## config.mk

```make
export PLATFORM = sky130hd
export DESIGN_NAME = counter_xn_flat
export DESIGN_NICKNAME = d
export VERILOG_FILES = /design/src/rtl/counter_xn_if.sv /design/src/rtl/counter_xn.sv /design/src/flat_wrapper.sv
export SDC_FILE = /design/constraint.sdc
export NUM_CORES = 1
export LEC_CHECK = 0
export CAP_MARGIN = 5
export CORE_MARGIN = 2
export CORE_UTILIZATION = 55
export DETAILED_ROUTE_END_ITERATION = 6
export PLACE_DENSITY_LB_ADDON = 0.3
export SLEW_MARGIN = 25
export SYNTH_ARGS = -nofsm -noshare
export SYNTH_HDL_FRONTEND = slang
export SYNTH_SLANG_ARGS = --single-unit
```

## constraint.sdc

```tcl
create_clock -name clk -period 3 [get_ports clk]
set_clock_uncertainty 0.15 [all_clocks]
set_input_delay 0.6 -clock clk [delete_from_list [all_inputs] [get_ports clk]]
set_output_delay 0.6 -clock clk [all_outputs]
set_load 0.005 [all_outputs]
```

## src/rtl/counter_xn_if.sv

```systemverilog
// Bus-side register port of the multi-channel timer/counter.
// Carries the write strobe, select, write data and read-back value.
interface counter_xn_if #(
    parameter int WIDTH = 32,
    parameter int SEL_W = 2
);
    logic             counter_we;
    logic [SEL_W-1:0] counter_ch;
    logic [31:0]      counter_val;
    logic [WIDTH-1:0] counter_out;

    modport master (
        output counter_we,
        output counter_ch,
        output counter_val,
        input  counter_out
    );

    modport slave (
        input  counter_we,
        input  counter_ch,
        input  counter_val,
        output counter_out
    );
endinterface

```

## src/rtl/counter_xn.sv

```systemverilog
// Parametrised multi-channel timer/counter with per-channel mode,
// enable, synchronised tick inputs and maskable pending interrupts.
module counter_xn #(
    parameter int N_CH  = 3,
    parameter int WIDTH = 32,
    parameter int SEL_W = 2
) (
    input  logic            clk,
    input  logic            RSTN,
    input  logic [N_CH-1:0] cnt_clk,
    input  logic [N_CH-1:0] irq_ack,
    counter_xn_if.slave     bus,
    output logic [N_CH-1:0] counter_tc,
    output logic [N_CH-1:0] irq_pend,
    output logic            irq
);
    localparam int CW = 4 * N_CH;
    localparam logic [SEL_W-1:0] CTRL_SEL = SEL_W'(N_CH);
    localparam logic [WIDTH-1:0] ONE = WIDTH'(1);

    localparam logic [1:0] M_ONESHOT = 2'b00;
    localparam logic [1:0] M_RELOAD  = 2'b01;
    localparam logic [1:0] M_SQUARE  = 2'b10;
    localparam logic [1:0] M_FREE    = 2'b11;

    logic [WIDTH-1:0] cnt_q [N_CH];
    logic [WIDTH-1:0] cnt_d [N_CH];
    logic [WIDTH-1:0] rld_q [N_CH];
    logic [WIDTH-1:0] rld_d [N_CH];
    logic [CW-1:0]    ctrl_q, ctrl_d;
    logic [N_CH-1:0]  tc_q, tc_d;
    logic [N_CH-1:0]  pend_q, pend_d;
    logic [N_CH-1:0]  s1_q, s2_q, s3_q;
    logic [N_CH-1:0]  tick;
    logic [N_CH-1:0]  evt;
    logic [N_CH-1:0]  ien;
    logic             ctrl_we;
    logic [WIDTH-1:0] rd;
    logic             unused_val;

    // Upper write-data bits are only meaningful for wide configurations.
    assign unused_val = ^bus.counter_val;

    assign tick    = s2_q & ~s3_q;
    assign ctrl_we = bus.counter_we && (bus.counter_ch == CTRL_SEL);

    // Next-state for control, counts, reloads, tc flags and pending flags.
    always_comb begin
        ctrl_d = ctrl_q;
        if (ctrl_we) begin
            ctrl_d = bus.counter_val[CW-1:0];
        end
        tc_d   = tc_q;
        pend_d = pend_q;
        evt    = '0;
        for (int i = 0; i < N_CH; i++) begin
            cnt_d[i] = cnt_q[i];
            rld_d[i] = rld_q[i];
            // Rate-generator output is a single-cycle strobe.
            if (ctrl_q[4*i +: 2] == M_RELOAD) begin
                tc_d[i] = 1'b0;
            end
            if (bus.counter_we && (bus.counter_ch == SEL_W'(i))) begin
                cnt_d[i] = bus.counter_val[WIDTH-1:0];
                rld_d[i] = bus.counter_val[WIDTH-1:0];
                tc_d[i]  = 1'b0;
            end else if (tick[i] && ctrl_q[4*i+2]) begin
                unique case (ctrl_q[4*i +: 2])
                    M_ONESHOT: begin
                        if (cnt_q[i] != '0) begin
                            cnt_d[i] = cnt_q[i] - ONE;
                        end
                        if (cnt_q[i] == ONE) begin
                            evt[i]  = 1'b1;
                            tc_d[i] = 1'b1;
                        end
                    end
                    M_RELOAD, M_SQUARE: begin
                        if (cnt_q[i] == ONE) begin
                            cnt_d[i] = rld_q[i];
                            evt[i]   = 1'b1;
                            if (ctrl_q[4*i +: 2] == M_RELOAD) begin
                                tc_d[i] = 1'b1;
                            end else begin
                                tc_d[i] = ~tc_q[i];
                            end
                        end else if (cnt_q[i] != '0) begin
                            cnt_d[i] = cnt_q[i] - ONE;
                        end
                    end
                    M_FREE: begin
                        cnt_d[i] = cnt_q[i] + ONE;
                        evt[i]   = &cnt_q[i];
                    end
                    default: ;
                endcase
            end
            if (ctrl_we && (ctrl_d[4*i +: 2] != ctrl_q[4*i +: 2])) begin
                tc_d[i] = 1'b0;
            end
            pend_d[i] = (pend_q[i] & ~irq_ack[i]) | evt[i];
        end
    end

    // State registers and tick synchronisers.
    always_ff @(posedge clk or negedge RSTN) begin
        if (!RSTN) begin
            for (int i = 0; i < N_CH; i++) begin
                cnt_q[i] <= '0;
                rld_q[i] <= '0;
            end
            ctrl_q <= '0;
            tc_q   <= '0;
            pend_q <= '0;
            s1_q   <= '0;
            s2_q   <= '0;
            s3_q   <= '0;
        end else begin
            for (int i = 0; i < N_CH; i++) begin
                cnt_q[i] <= cnt_d[i];
                rld_q[i] <= rld_d[i];
            end
            ctrl_q <= ctrl_d;
            tc_q   <= tc_d;
            pend_q <= pend_d;
            s1_q   <= cnt_clk;
            s2_q   <= s1_q;
            s3_q   <= s2_q;
        end
    end

    // Per-channel output select; free-run mode shows the count MSB.
    always_comb begin
        counter_tc = '0;
        ien        = '0;
        for (int i = 0; i < N_CH; i++) begin
            ien[i] = ctrl_q[4*i+3];
            if (ctrl_q[4*i +: 2] == M_FREE) begin
                counter_tc[i] = cnt_q[i][WIDTH-1];
            end else begin
                counter_tc[i] = tc_q[i];
            end
        end
    end

    // Read-back mux: a channel count, else the control register.
    always_comb begin
        rd = WIDTH'(ctrl_q);
        for (int i = 0; i < N_CH; i++) begin
            if (bus.counter_ch == SEL_W'(i)) begin
                rd = cnt_q[i];
            end
        end
    end

    assign bus.counter_out = rd;
    assign irq_pend        = pend_q;
    assign irq             = |(pend_q & ien);
endmodule

```

## src/flat_wrapper.sv

```systemverilog
// flat-port wrapper written by rule: the top's interface ports become plain ports
module counter_xn_flat 
#(
    parameter int N_CH  = 3,
    parameter int WIDTH = 32,
    parameter int SEL_W = 2
)
  (clk, RSTN, cnt_clk, irq_ack, counter_tc, irq_pend, irq, bus_counter_we, bus_counter_ch, bus_counter_val, bus_counter_out);
  counter_xn_if #(.WIDTH(WIDTH), .SEL_W(SEL_W)) bus_i ();
  input  logic clk;
  input  logic RSTN;
  input  logic [N_CH-1:0] cnt_clk;
  input  logic [N_CH-1:0] irq_ack;
  output logic [N_CH-1:0] counter_tc;
  output logic [N_CH-1:0] irq_pend;
  output logic irq;
  input wire logic [$bits(bus_i.counter_we)-1:0] bus_counter_we;
  input wire logic [$bits(bus_i.counter_ch)-1:0] bus_counter_ch;
  input wire logic [$bits(bus_i.counter_val)-1:0] bus_counter_val;
  output wire logic [$bits(bus_i.counter_out)-1:0] bus_counter_out;
  assign bus_i.counter_we = bus_counter_we;
  assign bus_i.counter_ch = bus_counter_ch;
  assign bus_i.counter_val = bus_counter_val;
  assign bus_counter_out = bus_i.counter_out;
  counter_xn #(.N_CH(N_CH), .WIDTH(WIDTH), .SEL_W(SEL_W)) u_core (.clk(clk), .RSTN(RSTN), .cnt_clk(cnt_clk), .irq_ack(irq_ack), .bus(bus_i), .counter_tc(counter_tc), .irq_pend(irq_pend), .irq(irq));
endmodule
```

==> results.py, run 1 <==
metrics = {
    "status": {
        "status": "completed",
    },
    "power": {
        "power.total_mw": 13.74,
        "switching_share": 0.4133,
        "ir_worst_vdd_mv": 0.5885,
        "seqPwrFrac": 0.308,
        "power_leakage_nw": 8.407,
        "power.net_switching_mw": 5.678,
        "pwr-share-clk": 0.232,
        "combinationalPowerShare": 0.460,
        "internal_power_mw": 8.059,
        "power.density_nw_per_um2": 690.5,
    },
    "setup_path": {
        "crit_path_start_kind": "flop",
        "rrSetupSlack_ns": 0.05,
        "arrival_ns": 2.22,
        "path_buf_inv": 2,
        "critical_path_required_ns": 2.25,
        "cp_slowest_stage_delay_ns": 0.61,
        "cpMaxStageDelayCell": "dfrtp_1",
        "worst-setup-path-type": "flop to output pin",
        "cp_cell_sequence": "mux2i_1 -> buf_4 -> o21ai_0 -> clkdlybuf4s50_1",
        "critPathMaxFanout": 7,
        "cp-end-kind": "output pin",
        "cpLargestDelayFamily": "buffers and inverters",
    },
    "detailed_routing": {
        "vias": 17970,
        "vias_per_cell": 6.803,
        "drt_wl_total_um": 70830,
        "dr.pass1.iters": 7,
        "drt-initial-drc-count": 2563,
        "drc_errors": 0,
        "drt-wirelength-per-cell_um": 26.82,
        "postRouteAntennaNets": 0,
    },
    "timing": {
        "worstMarginPinSlew_ns": 1.066,
        "fin_setup_tns_ns": 0,
        "rsz0062_at_grt": "true",
        "slew_headroom": 0.2865,
        "layout_min_cycle_time_ns": 2.968,
        "slew_viol_final": 0,
        "max_freq_mhz": 336.9,
        "setup_viol": 0,
        "hold_violations": 0,
        "postLayoutSetupSlackWorst_ns": 0.03200,
        "holdWs_ns": 0.2056,
        "min_period_over_period": 0.9893,
    },
    "clock_tree": {
        "cts.sinks": 219,
        "tritoncts.num_buffers": 27,
        "path_clk_slew_ns": 0.06,
        "cts-root-buf": "clkbuf_16",
        "worst_skew_pair.late_latency_ns": 0.55,
        "cts_max_level": 1,
        "clk_path_buf_depth": 3,
        "cts_tree": "built",
    },
    "floorplanning": {
        "rows": 62,
        "die-width_um": 174.1,
        "core_area_sq_um": 28630,
        "initial_core_util": 0.5556,
        "ios": 82,
        "dieArea_sq_um": 30300,
        "die_y_um": 174.1,
    },
    "hold_path": {
        "hold_class": "flop to flop",
    },
    "cells_and_area": {
        "fin_util": 0.6950,
        "finalNonFillerCells": 2641,
        "finish.instance_area_sq_um": 19890,
        "area_delta_synth_final_pct": 25.08,
        "drive_gt1_frac": 0.1965,
        "finalNetCount": 2306,
    },
    "logic_synthesis": {
        "ys_warn_count": 0,
        "synthFlopType": "dfrtp_1",
        "synth_top_area_cell": "dfrtp_1",
        "synthTopCellsByArea": "dfrtp_1 (34%), nand2_1 (10%), xnor2_1 (4.2%), o21ai_0 (3.7%), clkbuf_1 (3.5%)",
        "synth.distinct_cells": 94,
        "synth.ff_latch_count": 219,
        "syn-cell-area_sq_um": 15910,
        "synthArstFlopShare": 1.000,
        "synth.top_cell.area_share": 0.3446,
        "synth_edf_count": 0,
        "postSynthCellCount": 2005,
        "ys_seq_area_frac": 0.3446,
        "synth_area_per_cell_sq_um": 7.933,
        "syn_nets": 2072,
    },
    "place": {
        "hpwl_um": 52390,
        "dp_cells": 2592,
        "postPlaceCellArea_sq_um": 18900,
        "gp_congestion": 1.115,
        "portBuffers": 81,
        "post-place-ws_ns": -0.008662,
    },
    "grt": {
        "overflow": 0,
        "grt_max_degree": 61,
        "grt_pass1_vias": 17400,
        "grt_use_total": 0.4636,
        "grt_pass1_wl_um": 106800,
        "antenna_found_initial": 6,
    },
    "flow_run": {
        "cap_violations": 0,
    },
}
[flip-flops by register name (all words and copies together) (netlist names)]
signal / count
u_core.s2_q: 3
u_core.tc_q: 3
u_core.irq_pend: 3
u_core.ctrl_q: 12
u_core.s3_q: 3
u_core.cnt_q: 96
u_core.s1_q: 3
u_core.rld_q: 96
[layout make-up]
cell class / count / area (sq um)
fillers: 2355 / 8731
flip-flops and latches: 219 / 5485
well taps: 384 / 480.5
repair buffers: 388 / 3243
clock buffers: 35 / 745.7
inverters: 39 / 146.4
diodes: 2 / 5.005
clock inverters: 10 / 87.58
multi-input cells: 1564 / 9701
[cell usage after synthesis, drive strengths merged (21+ instances only)]
| cell | instances |
|---|---|
| dfrtp | 219 |
| a22oi | 35 |
| nand3 | 64 |
| xnor2 | 77 |
| or3 | 28 |
| a31oi | 21 |
| nor4 | 41 |
| nand2 | 443 |
| ha | 24 |
| clkbuf | 150 |
| a21oi | 66 |
| buf | 33 |
| o22ai | 32 |
| nor2 | 124 |
| mux2i | 22 |
| xor2 | 57 |
| nand4 | 43 |
| o21ai | 119 |
| inv | 39 |
| nor3 | 70 |
[layer usage]
metal  vias up  wire, um  track usage
met4         4      6196       0.3207
met5         -        24            0
li1       7688         -            -
met1      8564     25810       0.5805
met3       399      8095       0.1137
met2      1313     30710       0.7075
[worst register-to-register path: stages, from the launching register on]
cell and delay (ns):
dfrtp_1 0.48, or4_1 0.53, buf_4 0.21, nor3_4 0.26, nand4_1 0.20, or3_1 0.43
xnor2_1 0.16, a221oi_1 0.29, a21oi_1 0.12
[cells by family after synthesis]
kind of cell | Yosys count | share of synthesized area
fa+ha+maj | 24 | 0.01888
simple gates | 923 | 0.2786
mux | 49 | 0.04146
xor+xnor | 134 | 0.07379
flops | 219 | 0.3446
compound gates | 434 | 0.1881
buf+inv | 222 | 0.05467
[worst paths after layout]
| kind | from | endpoint | cells past startpoint |
|---|---|---|---|
| max in group asynchronous | RSTN | u_core.cnt_q[36]$_DFFE_PN0P_ | 3 |
| setup reg to reg | u_core.cnt_q[35]$_DFFE_PN0P_ | u_core.cnt_q[58]$_DFFE_PN0P_ | 8 |
| hold reg to reg | u_core.s1_q[2]$_DFF_PN0_ | u_core.s2_q[2]$_DFF_PN0_ | 0 |
| setup / recovery | u_core.cnt_q[57]$_DFFE_PN0P_ | bus_counter_out[25] | 4 |
| hold / removal | u_core.s1_q[2]$_DFF_PN0_ | u_core.s2_q[2]$_DFF_PN0_ | 0 |
| min in group asynchronous | RSTN | u_core.rld_q[90]$_DFFE_PN0P_ | 2 |
[cell usage in the layout (no fill, tap or decap), types with 19 or more instances in the layout]
cell type / synthesis / final
nand2_1: 442 / 441
buf_4: 2 / 295
dfrtp_1: 219 / 215
nor2_1: 123 / 122
o21ai_0: 117 / 117
xnor2_1: 77 / 77
clkdlybuf4s50_1: 0 / 77
a21oi_1: 66 / 66
nand3_1: 64 / 64
nor3_1: 63 / 62
xor2_1: 57 / 57
nand4_1: 42 / 42
inv_1: 38 / 38
a22oi_1: 35 / 35
nor4_1: 38 / 31
o22ai_1: 31 / 30
clkbuf_16: 0 / 27
or3_1: 26 / 25
mux2i_1: 22 / 22
ha_1: 24 / 22
a31oi_1: 21 / 21
a221oi_1: 19 / 19
[power groups by stage]
stage / Clock, mW / Sequential [mW] / Combinational (mW)
floorplan: 0 / 3.95 / 3.43
global route: 3.29 / 4.28 / 6.69
finish: 3.19 / 4.23 / 6.32
CTS: 3.19 / 4.17 / 6.06
global placement: 0 / 4.20 / 5.94
detailed placement: 0 / 4.21 / 6.02
[what timing repair did]
item | 4_1_cts | 5_1_grt
pin swaps | 0 | 1
hold buffers | 1 | 0
endpoints found under the setup margin | 6 | 41
hold endpoints to repair | 45 | 0
setup buffers | 0 | 1
resized for setup | 3 | 31
No activity file was read; power rests on OpenSTA's default activity.
==> inputs of run 2 (changes only) <==
--- a/config.mk
+++ b/config.mk
@@ -7,7 +7,8 @@
 export LEC_CHECK = 0
 export CAP_MARGIN = 5
 export CORE_MARGIN = 2
-export CORE_UTILIZATION = 55
+export CORE_UTILIZATION = 35
+export CTS_CLUSTER_SIZE = 40
 export DETAILED_ROUTE_END_ITERATION = 6
 export PLACE_DENSITY_LB_ADDON = 0.3
 export SLEW_MARGIN = 25
==> results.py, run 2 (same netlist as run 1, synthesis figures left out) <==
metrics = {
    "flow_run": {
        "cap_violations": 0,
    },
    "floorplanning": {
        "ios": 82,
        "die-width_um": 217.2,
        "dieArea_sq_um": 47170,
        "die_y_um": 217.2,
        "initial_core_util": 0.3528,
        "rows": 78,
        "core_area_sq_um": 45090,
    },
    "detailed_routing": {
        "postRouteAntennaNets": 0,
        "drc_errors": 0,
        "vias": 17590,
        "vias_per_cell": 6.108,
        "drt_wl_total_um": 77050,
        "drt-wirelength-per-cell_um": 26.75,
        "drt-initial-drc-count": 2258,
        "dr.pass1.iters": 6,
    },
    "grt": {
        "overflow": 0,
        "grt_pass1_vias": 16900,
        "grt_max_degree": 70,
        "grt_use_total": 0.3239,
        "antenna_found_initial": 4,
        "grt_pass1_wl_um": 113600,
    },
    "timing": {
        "layout_min_cycle_time_ns": 2.984,
        "fin_setup_tns_ns": 0,
        "min_period_over_period": 0.9948,
        "slew_headroom": 0.4340,
        "setup_viol": 0,
        "worstMarginPinSlew_ns": 0.8481,
        "max_freq_mhz": 335.1,
        "slew_viol_final": 0,
        "hold_violations": 0,
        "rsz0062_at_grt": "true",
    },
    "setup_path": {
        "cp_slowest_stage_delay_ns": 0.51,
        "cpLargestDelayFamily": "buffers and inverters",
        "worst_r2r_path_depth": 10,
        "path_buf_inv": 4,
        "crit_path_start_kind": "primary input",
        "arrival_ns": 2.23,
        "cpMaxStageDelayCell": "clkdlybuf4s50_1",
        "worst-setup-path-type": "primary input to output pin",
        "reg2reg_to": "u_core.cnt_q[25]$_DFFE_PN0P_",
        "critical_path_required_ns": 2.25,
        "critPathMaxFanout": 12,
        "cpMostUsedCell": "clkdlybuf4s50_1",
        "rrSetupSlack_ns": 0.04,
        "r2r-start": "u_core.cnt_q[18]$_DFFE_PN0P_",
        "cp-end-kind": "output pin",
        "cp_cell_sequence": "clkdlybuf4s50_1 -> buf_4 -> buf_12 -> mux4_2 -> clkdlybuf4s50_1",
    },
    "cells_and_area": {
        "fin_util": 0.4551,
        "drive_gt1_frac": 0.2036,
        "fillers": 4492,
        "seq_area_sq_um": 5488,
        "area_delta_synth_final_pct": 29.02,
        "final_cell_mix": "nand2_1 (441), buf_4 (311), dfrtp_1 (213)",
        "finalNonFillerCells": 2880,
        "finalNetCount": 2325,
        "finish.instance_area_sq_um": 20520,
        "reg_top3": "u_core.cnt_q: 96 flops, u_core.rld_q: 96 flops, u_core.ctrl_q: 12 flops",
        "layout_commonest_cell": "nand2_1",
        "multi_input_area_sq_um": 9654,
    },
    "power": {
        "power_leakage_nw": 8.786,
        "power.total_mw": 14.48,
        "ir_worst_vdd_mv": 0.4542,
        "power.density_nw_per_um2": 705.8,
    },
    "clock_tree": {
        "cts_max_level": 1,
        "path_clk_slew_ns": 0.06,
        "cts.sinks": 219,
        "cts-root-buf": "clkbuf_16",
        "worst_skew_pair.late_latency_ns": 0.58,
        "cts_tree": "built",
        "clk_path_buf_depth": 3,
        "tritoncts.num_buffers": 28,
    },
    "status": {
        "status": "completed",
    },
    "place": {
        "dp_cells": 2823,
        "hpwl_um": 58580,
        "gp_congestion": 1.062,
        "portBuffers": 81,
        "postPlaceCellArea_sq_um": 19300,
    },
    "hold_path": {
        "min_from": "u_core.s1_q[0]$_DFF_PN0_",
        "hold_path_depth": 0,
        "hold_class": "flop to flop",
        "min_to": "u_core.s2_q[0]$_DFF_PN0_",
    },
}
==> run 2: cell types whose count changed in the layout (fill, tap and decap cells not counted), moves of 3 or more <==
cell             before  now
buf_4               295  311
clkdlybuf4s50_1      77   61
dlymetal6s2s_1        2   17
nor4_1               31   37
nor4_2                8    2
bufinv_16             1    6
clkinv_2              5    2
clkinv_4              1    4
==> run 2: power breakdown <==
part | switching, mW | internal [mW]
clock | 1.48 | 2.38
sequential | 0.689 | 3.60
combinational | 3.73 | 2.61
==> run 2: through the flow <==
stage          hold slack (ns)  worst slack [ns]
5_1_grt                 0.2173          -0.01187
6_report                0.2050           0.01556
3_5_place_dp            0.1927           -0.3254
4_1_cts                 0.2072          0.005905
2_1_floorplan           0.1544           0.06684
3_3_place_gp            0.1818           -0.3217
==> run 2: worst max-delay path by stage <==
stage | from | endpoint | slack, ns | cells past startpoint
floorplan | u_core.cnt_q[46]$_DFFE_PN0P_ | u_core.cnt_q[36]$_DFFE_PN0P_ | 0.07 | 10
global placement | bus_counter_ch[1] | bus_counter_out[29] | -0.32 | 6
detailed placement | bus_counter_ch[1] | bus_counter_out[16] | -0.33 | 6
CTS | bus_counter_ch[1] | bus_counter_out[16] | 0.006 | 6
global route | bus_counter_ch[1] | bus_counter_out[11] | -0.01 | 5
finish | bus_counter_ch[1] | bus_counter_out[11] | 0.02 | 5
==> run 2: layer usage <==
layer	GRT usage	wire length, um	vias to the layer above
met1	0.4267	30560	8513
li1	-	-	7728
met3	0.06890	7876	228
met4	0.1756	4711	0
met2	0.4962	33900	1122
met5	0	0	-
==> run 2: cell type report <==
| cell class | count | share of cell area |
|---|---|---|
| multi-input combinational | 1564 | 0.4705 |
| sequential | 219 | 0.2674 |
| timing repair buffer | 406 | 0.1676 |
| clock buffer | 36 | 0.03860 |
| tap | 600 | 0.03658 |
| clock inverter | 15 | 0.01207 |
| inverter | 39 | 0.007134 |
| antenna | 1 | 0.0001219 |
==> run 2: timing repair <==
action	CTS	global route
gates resized for setup	10	33
pin swaps	0	3
setup buffers	0	4
hold buffers	1	0
endpoints found under the setup margin	24	52
hold endpoints to repair	63	0
==> inputs of run 3 (changes only) <==
--- a/config.mk
+++ b/config.mk
@@ -11,6 +11,7 @@
 export CTS_CLUSTER_SIZE = 40
 export DETAILED_ROUTE_END_ITERATION = 6
 export PLACE_DENSITY_LB_ADDON = 0.3
+export SKIP_LAST_GASP = 1
 export SLEW_MARGIN = 25
 export SYNTH_ARGS = -nofsm -noshare
 export SYNTH_HDL_FRONTEND = slang
==> results.py, run 3 (same netlist as run 1, synthesis figures left out) <==
metrics = {
    "setup_path": {
        "r2r-start": "u_core.cnt_q[18]$_DFFE_PN0P_",
        "cpMaxStageDelayCell": "clkdlybuf4s50_1",
        "cpLargestDelayFamily": "buffers and inverters",
        "worst_r2r_path_depth": 10,
        "cp_cell_sequence": "clkdlybuf4s50_1 -> buf_4 -> buf_12 -> mux4_2 -> clkdlybuf4s50_1",
        "crit_path_start_kind": "primary input",
        "cp-end-kind": "output pin",
        "rrSetupSlack_ns": 0.05,
        "critPathMaxFanout": 12,
        "reg2reg_to": "u_core.cnt_q[25]$_DFFE_PN0P_",
        "arrival_ns": 2.24,
        "cpMostUsedCell": "clkdlybuf4s50_1",
        "worst-setup-path-type": "primary input to output pin",
        "cp_num_cells": 5,
        "cp_slowest_stage_delay_ns": 0.51,
        "critical_path_required_ns": 2.25,
        "path_buf_inv": 4,
    },
    "place": {
        "postPlaceCellArea_sq_um": 19300,
        "portBuffers": 81,
        "post-place-ws_ns": -0.3254,
        "dp_cells": 2823,
        "hpwl_um": 58580,
        "gp_congestion": 1.062,
    },
    "hold_path": {
        "min_to": "u_core.s2_q[0]$_DFF_PN0_",
        "hold_path_depth": 0,
        "min_from": "u_core.s1_q[0]$_DFF_PN0_",
        "hold_class": "flop to flop",
    },
    "floorplanning": {
        "rows": 78,
        "dieArea_sq_um": 47170,
        "core_area_sq_um": 45090,
        "initial_core_util": 0.3528,
        "die_y_um": 217.2,
        "ios": 82,
        "die-width_um": 217.2,
    },
    "clock_tree": {
        "cts_tree": "built",
        "path_clk_slew_ns": 0.06,
        "clk_path_buf_depth": 3,
        "tritoncts.num_buffers": 28,
        "cts.sinks": 219,
        "cts-root-buf": "clkbuf_16",
        "cts_max_level": 1,
        "worst_skew_pair.late_latency_ns": 0.58,
    },
    "power": {
        "power_leakage_nw": 8.786,
        "power.net_switching_mw": 5.898,
        "internal_power_mw": 8.585,
        "power.total_mw": 14.48,
        "combinationalPowerShare": 0.437,
        "pwr-share-clk": 0.267,
        "switching_share": 0.4072,
        "power.density_nw_per_um2": 705.9,
        "ir_worst_vdd_mv": 0.4565,
        "seqPwrFrac": 0.296,
    },
    "status": {
        "status": "finished with violations",
        "violations": "DRC",
    },
    "cells_and_area": {
        "final_cell_mix": "nand2_1 (441), buf_4 (312), dfrtp_1 (213)",
        "layout_commonest_cell": "nand2_1",
        "fillers": 4494,
        "area_delta_synth_final_pct": 29.00,
        "reg_top3": "u_core.cnt_q: 96 flops, u_core.rld_q: 96 flops, u_core.ctrl_q: 12 flops",
        "finalNetCount": 2325,
        "finalNonFillerCells": 2880,
        "drive_gt1_frac": 0.2036,
        "fin_util": 0.4550,
        "finish.instance_area_sq_um": 20520,
    },
    "timing": {
        "hold_violations": 0,
        "setup_viol": 0,
        "holdWs_ns": 0.2049,
        "min_period_over_period": 0.9966,
        "rsz0062_at_grt": "true",
        "slew_headroom": 0.4433,
        "layout_min_cycle_time_ns": 2.990,
        "postLayoutSetupSlackWorst_ns": 0.01028,
        "fin_setup_tns_ns": 0,
        "worstMarginPinSlew_ns": 0.8319,
        "slew_viol_final": 0,
        "max_freq_mhz": 334.5,
    },
    "detailed_routing": {
        "dr.pass1.iters": 7,
        "drt-initial-drc-count": 2274,
        "vias_per_cell": 6.067,
        "vias": 17470,
        "drt_wl_total_um": 76940,
        "drc_errors": 2,
        "drt-wirelength-per-cell_um": 26.71,
        "postRouteAntennaNets": 0,
    },
    "grt": {
        "grt_pass1_vias": 16900,
        "antenna_found_initial": 4,
        "grt_use_total": 0.3239,
        "grt_pass1_wl_um": 113600,
        "grt_max_degree": 70,
        "overflow": 0,
    },
    "flow_run": {
        "cap_violations": 0,
    },
}
-- run 3: changes by cell type in the layout (fill, tap and decap cells not counted) --
cell	delta
buf_4	+1
buf_6	-1
-- run 3: worst max-delay path by stage --
stage | startpoint | to | slack [ns]
after global routing | u_core.cnt_q[17]$_DFFE_PN0P_ | u_core.cnt_q[29]$_DFFE_PN0P_ | -0.02
after global placement | bus_counter_ch[1] | bus_counter_out[29] | -0.32
after detailed placement | bus_counter_ch[1] | bus_counter_out[16] | -0.33
after CTS | bus_counter_ch[1] | bus_counter_out[16] | 0.006
after floorplan | u_core.cnt_q[46]$_DFFE_PN0P_ | u_core.cnt_q[36]$_DFFE_PN0P_ | 0.07
final | bus_counter_ch[1] | bus_counter_out[11] | 0.01
-- run 3: per-layer routing --
metal,routed length (um),GRT usage,vias up
li1,-,-,7725
met1,30500,0.4267,8447
met2,33830,0.4962,1081
met3,7920,0.06890,221
met4,4688,0.1756,0
met5,0,0,-
-- run 3: power by group through the flow --
stage / clock network, mW / logic [mW] / registers [mW]
6_report: 3.86 / 6.34 / 4.28
5_1_grt: 4.03 / 6.73 / 4.34
4_1_cts: 3.91 / 6.16 / 4.24
3_5_place_dp: 0 / 6.12 / 4.27
3_3_place_gp: 0 / 6.08 / 4.28
2_1_floorplan: 0 / 3.43 / 3.95
-- run 3: timing repair --
action | 4_1_cts | 5_1_grt
gates resized for setup | 10 | 32
hold buffers | 1 | 0
buffers inserted | 0 | 4
pin swaps | 0 | 3
setup endpoints to repair | 24 | 52
hold endpoints to repair | 63 | 0
-- run 3: area by class of cell --
cell class                 count  area (sq um)  share of cell area
clock buffer                  36         792.0             0.03860
inverter                      39         146.4            0.007135
multi-input combinational   1564          9654              0.4705
timing repair buffer         406          3436              0.1675
sequential                   219          5488              0.2675
antenna                        1         2.502           0.0001220
tap                          600         750.7             0.03659
clock inverter                15         247.7             0.01207
